$ cat config.mk
export PLATFORM = sky130hd
export DESIGN_NAME = fp_mult_pipe
export DESIGN_NICKNAME = d
export VERILOG_FILES = /design/src/rtl/fp_mult_pipe.sv
export SDC_FILE = /design/constraint.sdc
export NUM_CORES = 2
export LEC_CHECK = 0
export CORE_AREA = 2 2 295 239
export DETAILED_ROUTE_END_ITERATION = 7
export DIE_AREA = 0 0 297 241
export DONT_BUFFER_PORTS = 1
export GPL_ROUTABILITY_DRIVEN = 0
export SETUP_SLACK_MARGIN = 0.15
export SLEW_MARGIN = 20
export SYNTH_ARGS = -nofsm -noshare
export SYNTH_HDL_FRONTEND = slang
export SYNTH_SLANG_ARGS = --single-unit
$ cat constraint.sdc
create_clock -name clk -period 9.5 [get_ports clk]
set_input_delay 0.475 -clock clk [delete_from_list [all_inputs] [get_ports clk]]
set_output_delay 0.475 -clock clk [all_outputs]
set_load 0.01 [all_outputs]
$ cat src/rtl/fp_mult_pipe.sv
// Three-stage pipelined floating-point multiplier: unpack/classify, mantissa product, normalise/round/pack.
// Round to nearest even; subnormal inputs are treated as zero and no subnormal result is produced.
module fp_mult_pipe #(
    parameter int EXP_W = 8,
    parameter int MAN_W = 23
) (
    input  logic                 clk,
    input  logic                 rst,
    input  logic                 in_valid,
    output logic                 in_ready,
    input  logic [EXP_W+MAN_W:0] a,
    input  logic [EXP_W+MAN_W:0] b,
    output logic                 out_valid,
    input  logic                 out_ready,
    output logic [EXP_W+MAN_W:0] result,
    output logic [3:0]           flags
);
    localparam int W  = 1 + EXP_W + MAN_W;
    localparam int PW = 2 * MAN_W + 2;
    localparam int SW = EXP_W + 2;

    localparam logic [EXP_W-1:0]     EXP_ONES = '1;
    localparam logic signed [SW-1:0] BIAS     = {3'b000, {(EXP_W-1){1'b1}}};
    localparam logic signed [SW-1:0] EXP_OVF  = {2'b00, {EXP_W{1'b1}}};
    localparam logic [W-1:0]         QNAN     = {1'b0, {EXP_W{1'b1}}, 1'b1, {(MAN_W-1){1'b0}}};

    typedef enum logic [2:0] {
        K_NORM,
        K_ZERO,
        K_INF,
        K_NAN,
        K_INVALID
    } kind_e;

    logic advance;
    logic v1_q, v2_q, v3_q;

    kind_e                 s1_kind_d, s1_kind_q, s2_kind_q;
    logic                  s1_sign_d, s1_sign_q, s2_sign_q;
    logic signed [SW-1:0]  s1_exp_d, s1_exp_q, s2_exp_q;
    logic [MAN_W:0]        s1_ma_d, s1_ma_q, s1_mb_d, s1_mb_q;
    logic [PW-1:0]         s2_prod_d, s2_prod_q;
    logic [W-1:0]          result_d, result_q;
    logic [3:0]            flags_d, flags_q;

    // The whole pipe moves as one; a stalled output freezes every stage behind it.
    assign advance   = !v3_q || out_ready;
    assign in_ready  = advance;
    assign out_valid = v3_q;
    assign result    = result_q;
    assign flags     = flags_q;

    // ---------------- stage 1: unpack / classify ----------------
    logic [EXP_W-1:0] a_exp, b_exp;
    logic [MAN_W-1:0] a_frac, b_frac;
    logic             a_zero, b_zero, a_inf, b_inf, a_nan, b_nan;

    assign a_exp  = a[W-2:MAN_W];
    assign b_exp  = b[W-2:MAN_W];
    assign a_frac = a[MAN_W-1:0];
    assign b_frac = b[MAN_W-1:0];
    assign a_zero = (a_exp == '0);
    assign b_zero = (b_exp == '0);
    assign a_inf  = (a_exp == EXP_ONES) && (a_frac == '0);
    assign b_inf  = (b_exp == EXP_ONES) && (b_frac == '0);
    assign a_nan  = (a_exp == EXP_ONES) && (a_frac != '0);
    assign b_nan  = (b_exp == EXP_ONES) && (b_frac != '0);

    always_comb begin
        // NOTE: every always_comb output gets a default first so no path can infer a latch.
        s1_kind_d = K_NORM;
        if (a_nan || b_nan)
            s1_kind_d = K_NAN;
        else if ((a_inf && b_zero) || (a_zero && b_inf))
            s1_kind_d = K_INVALID;
        else if (a_inf || b_inf)
            s1_kind_d = K_INF;
        else if (a_zero || b_zero)
            s1_kind_d = K_ZERO;
    end

    assign s1_sign_d = a[W-1] ^ b[W-1];
    assign s1_exp_d  = {2'b00, a_exp} + {2'b00, b_exp} - BIAS;
    assign s1_ma_d   = {1'b1, a_frac};
    assign s1_mb_d   = {1'b1, b_frac};

    // ---------------- stage 2: mantissa product ----------------
    assign s2_prod_d = {{(MAN_W+1){1'b0}}, s1_ma_q} * {{(MAN_W+1){1'b0}}, s1_mb_q};

    // ---------------- stage 3: normalise / round / pack ----------------
    logic                 top, guard_b, sticky, round_up, carry, ovf, unf;
    logic [MAN_W-1:0]     frac_t;
    logic [MAN_W:0]       frac_sum;
    logic signed [SW-1:0] exp_r;

    // Product lies in [1,4); a set top bit means one extra right shift of the binary point.
    assign top      = s2_prod_q[PW-1];
    assign frac_t   = top ? s2_prod_q[PW-2:MAN_W+1] : s2_prod_q[PW-3:MAN_W];
    assign guard_b  = top ? s2_prod_q[MAN_W] : s2_prod_q[MAN_W-1];
    assign sticky   = top ? |s2_prod_q[MAN_W-1:0] : |s2_prod_q[MAN_W-2:0];
    assign round_up = guard_b & (sticky | frac_t[0]);
    assign frac_sum = {1'b0, frac_t} + {{MAN_W{1'b0}}, round_up};
    assign carry    = frac_sum[MAN_W];
    assign exp_r    = s2_exp_q + {{(SW-1){1'b0}}, top} + {{(SW-1){1'b0}}, carry};
    assign ovf      = (exp_r >= EXP_OVF);
    assign unf      = exp_r[SW-1] || (exp_r == '0);

    always_comb begin
        result_d = '0;
        flags_d  = '0;
        case (s2_kind_q)
            K_NAN:     result_d = QNAN;
            K_INVALID: begin
                result_d = QNAN;
                flags_d  = 4'b1000;
            end
            K_INF:     result_d = {s2_sign_q, EXP_ONES, {MAN_W{1'b0}}};
            K_ZERO:    result_d = {s2_sign_q, {(W-1){1'b0}}};
            default: begin
                if (ovf) begin
                    result_d = {s2_sign_q, EXP_ONES, {MAN_W{1'b0}}};
                    flags_d  = 4'b0101;
                end else if (unf) begin
                    result_d = {s2_sign_q, {(W-1){1'b0}}};
                    flags_d  = 4'b0011;
                end else begin
                    result_d = {s2_sign_q, exp_r[EXP_W-1:0], frac_sum[MAN_W-1:0]};
                    flags_d  = {3'b000, guard_b | sticky};
                end
            end
        endcase
        // Bubbles leave clean zeros on the output instead of stale datapath contents.
        if (!v2_q) begin
            result_d = '0;
            flags_d  = '0;
        end
    end

    // ---------------- registers ----------------
    always_ff @(posedge clk) begin
        // NOTE: non-blocking updates so each stage samples its predecessor's pre-edge value.
        if (rst) begin
            v1_q     <= 1'b0;
            v2_q     <= 1'b0;
            v3_q     <= 1'b0;
            result_q <= '0;
            flags_q  <= '0;
        end else if (advance) begin
            v1_q     <= in_valid;
            v2_q     <= v1_q;
            v3_q     <= v2_q;
            result_q <= result_d;
            flags_q  <= flags_d;
        end
    end

    // NOTE: datapath registers are not reset; the valid bits alone decide whether they matter.
    always_ff @(posedge clk) begin
        if (advance) begin
            s1_kind_q <= s1_kind_d;
            s1_sign_q <= s1_sign_d;
            s1_exp_q  <= s1_exp_d;
            s1_ma_q   <= s1_ma_d;
            s1_mb_q   <= s1_mb_d;
            s2_kind_q <= s1_kind_q;
            s2_sign_q <= s1_sign_q;
            s2_exp_q  <= s1_exp_q;
            s2_prod_q <= s2_prod_d;
        end
    end

endmodule

# Word-level counts from Yosys, hierarchy flattened
# Index checks and enable logic that the tools add are counted.
[totals]
inputBits = 68
output_inout_bits = 38
ram_bits = 0
romBits = 0
latch_bits = 0
register_bits = 161
mem_count = 0
elab_cells = 69
[classes]
n_addsub = 5
mux = 14
n_reduce_logical = 24
n_div = 0
n_shift = 0
multipliers = 1
magnitude_cmp = 1
n_bitwise = 4
n_eq_ne = 6
[ops]
columns = ["op", "n"]
rows = [
  ["case mux 32 bit (3 select lines)", 1],
  ["two-way mux 31 bit", 2],
  ["multiplier 24 x 24 -> 48 bit", 1],
  ["zero test 23 bit", 2],
  ["nonzero test 23 bit", 2],
  ["two-way mux 32 bit", 1],
  ["adder 23 x 1 -> 24 bit", 1],
  ["two-way mux 23 bit", 1],
  ["OR reduction 23 bit", 1],
  ["OR reduction 22 bit", 1],
  ["adder 10 x 1 -> 10 bit", 2],
  ["== test 8 bit, second input constant", 2],
  ["zero test 8 bit", 2],
  [">= comparator 10 x 9 -> 1 bit, second input constant", 1],
  ["zero test 10 bit", 1],
  ["subtractor 9 x 7 -> 10 bit, second input constant", 1],
  ["adder 8 x 8 -> 9 bit", 1],
  ["case mux 4 bit (2 select lines)", 1],
  ["== test 3 x 2 -> 1 bit, second input constant", 2],
  ["logical AND 1 bit", 6],
  ["logical OR 1 bit", 6],
  ["two-way mux 3 bit", 2],
  ["two-way mux 2 bit", 2],
  ["two-way mux 4 bit", 1],
  ["other kinds (9)", 12],
]

# Logic depth before layout (Yosys ltp)
[depth]
word_depth = 12
mapped_depth = 26
depth_no_buf = 24

# Worst setup path after synthesis
# Ideal clock, no wire load.
[synth_timing]
kind = "flip-flop to flip-flop"
from = "register s1_ma_q[13]"
to = "register s2_prod_q[44] (data pin)"
arrival_time_ns = 6.392
setup_slack_ns = 2.847
synth_period_minus_slack_ns = 6.653
path_stages_with_launch = 26
t_required_ns = 9.239
path_buffers = 1
setup_time_ns = 0.261
cell_sequence = "edfxtp_1 > clkbuf_1 > nand2_1 > fa_1 > inv_1 > fa_1 > inv_1 > fa_1 > inv_1 > fa_1 > inv_1 > fa_1 > inv_1 > fa_1 > inv_1 > fa_1 > inv_1 > ha_1 > nand3_1 > nor3b_1 > a2111oi_4 > o211ai_2 > a31oi_2 > o31ai_2 > nor4_1 > a311o_1"
[synth_between]
elab_chain_len = 1
[synth_rtl]
columns = ["element", "line", "rtl"]
rows = [
  ["start, declared", "41", "logic [MAN_W:0] s1_ma_d, s1_ma_q, s1_mb_d, s1_mb_q;"],
  ["start signal, assigned", "163", "s1_ma_q <= s1_ma_d;"],
  ["multiplier 24 x 24 -> 48 bit", "88", "assign s2_prod_d = {{(MAN_W+1){1'b0}}, s1_ma_q} * {{(MAN_W+1){1'b0}}, s1_mb_q};"],
  ["net s2_prod_d[44]", "42", "logic [PW-1:0] s2_prod_d, s2_prod_q;"],
  ["end signal, assigned", "168", "s2_prod_q <= s2_prod_d;"],
  ["end, declared", "42", ""],
]
# The timed path passes the listed nets, and every way through them passes these cells.
# A chain may end at the register's enable or synchronous reset.

# Worst setup path in the final report
[layout_timing]
from = "register s1_ma_q[8]"
to = "register s2_prod_q[45] (data pin)"
# The elaborated chain is that of the path after synthesis.

==> flow_metrics.tcl <==
set metrics [dict create \
    cts_inserted_buffers 17 \
    clockBufferDepth 2 \
    via_per_inst 5.115 \
    worstMarginPinSlew_ns 1.210 \
    drtPass1Iterations 5 \
    port_buffers 0 \
    finalClockSkew_ns 0.03608 \
    yosysUniqueCellTypes 73 \
    multiInputGateArea_sq_um 18650 \
    routed_wl_microns 70380 \
    grt_pass1_wl_microns 111700 \
    synth_top_family_by_area "adder cells" \
    overflow 0 \
    num_rows 86 \
    fmax_mhz 124.0 \
    yosysTopAreaCellShare_pct 37.52 \
    cap_violations 0 \
    cts_resized 0 \
    finalCritPeriodShare_pct 84.91 \
    arrival_ns 8.25 \
    place.detailed.hpwl_microns 56880 \
    path_class "flop to flop" \
    setup-violations-final 0 \
    clkTransAtPathRegs_ns 0.09 \
    yosysTopAreaCell "fa_1" \
    fin_util_pct 39.98 \
    synthMuxAreaShare_pct 0.7994 \
    clkLatencyLatePin_ns 0.46 \
    core_area_sq_um 68440 \
    synth_flop_cell "edfxtp_1" \
    yosys.area_share.adder_pct 46.77 \
    dieArea_sq_um 71580 \
    synth-seq-cells 161 \
    regArea_sq_um 4444 \
    final_antenna_net_count 0 \
    setup_tns_ns 0 \
    synthXorXnorAreaFrac_pct 2.815 \
    wl_per_cell_microns 19.63 \
    area_growth_pct 5.959 \
    r2r_slack_ns 1.43 \
    cts_hold_buf 0 \
    die_w_microns 297 \
    slew_viol_final 0 \
    layout.nets 3389 \
    syn_area_sq_um 25820 \
    htree_num_levels 4 \
    vias 18340 \
    yosysSeqAreaShare_pct 17.21 \
    synth_area_leaders "fa_1 (38%), edfxtp_1 (14%), ha_1 (9.3%), inv_1 (8.5%), and2_1 (6.0%)" \
    status "finished clean" \
    grtUsageTotal_pct 20.28 \
    ys.warnings.count 0 \
    fillers 6822 \
    cts_tree "built" \
    crit_required_ns 9.68 \
    end_kind "flop" \
    drt_iter0_markers 1299 \
    maxSlewHeadroom_pct 19.31 \
    synth.most_common_cell "inv_1" \
    synthTopCellsByCount "inv_1 (588), fa_1 (484), nand2_1 (327)" \
    start_util_pct 37.74 \
    start_kind "flop" \
    rsz0062_at_grt "no" \
    synth_edf_count 122 \
    antenna_found_initial 6 \
    postCtsSetupRepairBufs 0 \
    io_pins 106 \
    drc 0 \
    holdWs_ns 0.09852 \
    root_buffer "clkbuf_16" \
    grt_pass1_vias 19500 \
    synthArstFlopShare_pct 0 \
    die_h_microns 241 \
    post_synth.cell_area_avg_sq_um 9.547 \
    drive_gt1_share_pct 3.798 \
    synth_compound_area_share_pct 5.853 \
    synthSimpleGateAreaFrac_pct 15.93 \
    netlist_instances 2705 \
    cts.sinks 161 \
    fin_crit_ns 8.066 \
    hold_violations 0 \
    cp_max_fo 20 \
    grt_max_degree 73 \
    synth_nets 3448 \
    hp-class "input pin to flop" \
]
## critical path: stages, from the launching register on
cell      delay (ns)
edfxtp_1        0.95
inv_1           0.39
nor2_1          0.30
fa_1            0.44
inv_1           0.09
fa_1            0.42
inv_1           0.09
fa_1            0.44
fa_1            0.58
fa_1            0.43
fa_1            0.49
inv_1           0.05
fa_1            0.51
inv_1           0.05
ha_1            0.36
a21oi_1         0.30
o21ai_0         0.17
a41oi_1         0.32
o21ai_0         0.16
a311oi_1        0.51
o21bai_1        0.25
a41oi_1         0.37
xnor2_1         0.10
## path summary, 6_finish.rpt
kind                 from            end  cells past startpoint
min                 a[15]    s1_ma_q[15]                      0
max            s1_ma_q[8]  s2_prod_q[45]                     22
min reg2reg  s1_kind_q[1]   s2_kind_q[1]                      0
max reg2reg    s1_ma_q[8]  s2_prod_q[45]                     22
## metal layers
layer | wire length, microns | vias up | track usage (%)
li1 | - | 8166 | -
met1 | 31430 | 9397 | 28.55
met2 | 31710 | 659 | 32.17
met3 | 5612 | 110 | 3.961
met4 | 1601 | 4 | 5.173
met5 | 21 | - | 0
## flip-flops by register name, indices dropped and copies added, names as in the netlist, 3 cells and up
name       count
s1_mb_q       23
flags          4
s2_prod_q     48
s1_exp_q      10
s1_ma_q       23
s1_kind_q      3
result        32
s2_kind_q      3
s2_exp_q      10
## kinds of logic after synthesis
kind of cell,Yosys count
buffers and inverters,712
AO/OA/AOI/OAI,224
XOR/XNOR,83
multiplexers,20
adder cells (fa/ha/maj),675
AND/OR/NAND/NOR,830
flip-flops,161
## metrics by stage
| step | instance area, sq um | cells | setup WS [ns] |
|---|---|---|---|
| after floorplan | 25820 | 2705 | 2.847 |
| after global placement | 26790 | 3551 | 1.717 |
| after detailed placement | 26790 | 3551 | 1.578 |
| after CTS | 27360 | 3583 | 1.512 |
| after global routing | 27360 | 3583 | 1.036 |
| final | 27360 | 3585 | 1.434 |
## placed cells by master, fill, tap and decap left out, drive strengths merged, types with 11 or more instances in the layout
master | synthesis | layout
nor2 | 109 | 109
nor2b | 12 | 12
xor2 | 31 | 31
buf | 7 | 42
o211ai | 11 | 11
inv | 588 | 593
clkbuf | 111 | 19
a21oi | 72 | 72
fa | 484 | 484
nand3 | 37 | 37
nor4 | 21 | 21
nand4 | 27 | 27
dfxtp | 39 | 39
nor3 | 11 | 11
a22oi | 17 | 17
mux2i | 15 | 15
edfxtp | 122 | 122
o21ai | 39 | 39
nand2b | 11 | 11
xnor2 | 52 | 52
and2 | 248 | 248
a21o | 27 | 27
ha | 191 | 191
nand2 | 327 | 327
## cell type report
| class | count | area share, % |
|---|---|---|
| multi-input cells | 1832 | 68.14 |
| clock buffers | 19 | 1.619 |
| clock inverters | 13 | 0.4618 |
| well taps | 924 | 4.225 |
| flip-flops and latches | 161 | 16.24 |
| diodes | 2 | 0.01829 |
| inverters | 592 | 8.139 |
| repair buffers | 42 | 1.152 |
Power is left out: the tool's default activity adds up to more than one toggle a clock period on the data nets, which glitch-free logic cannot reach.
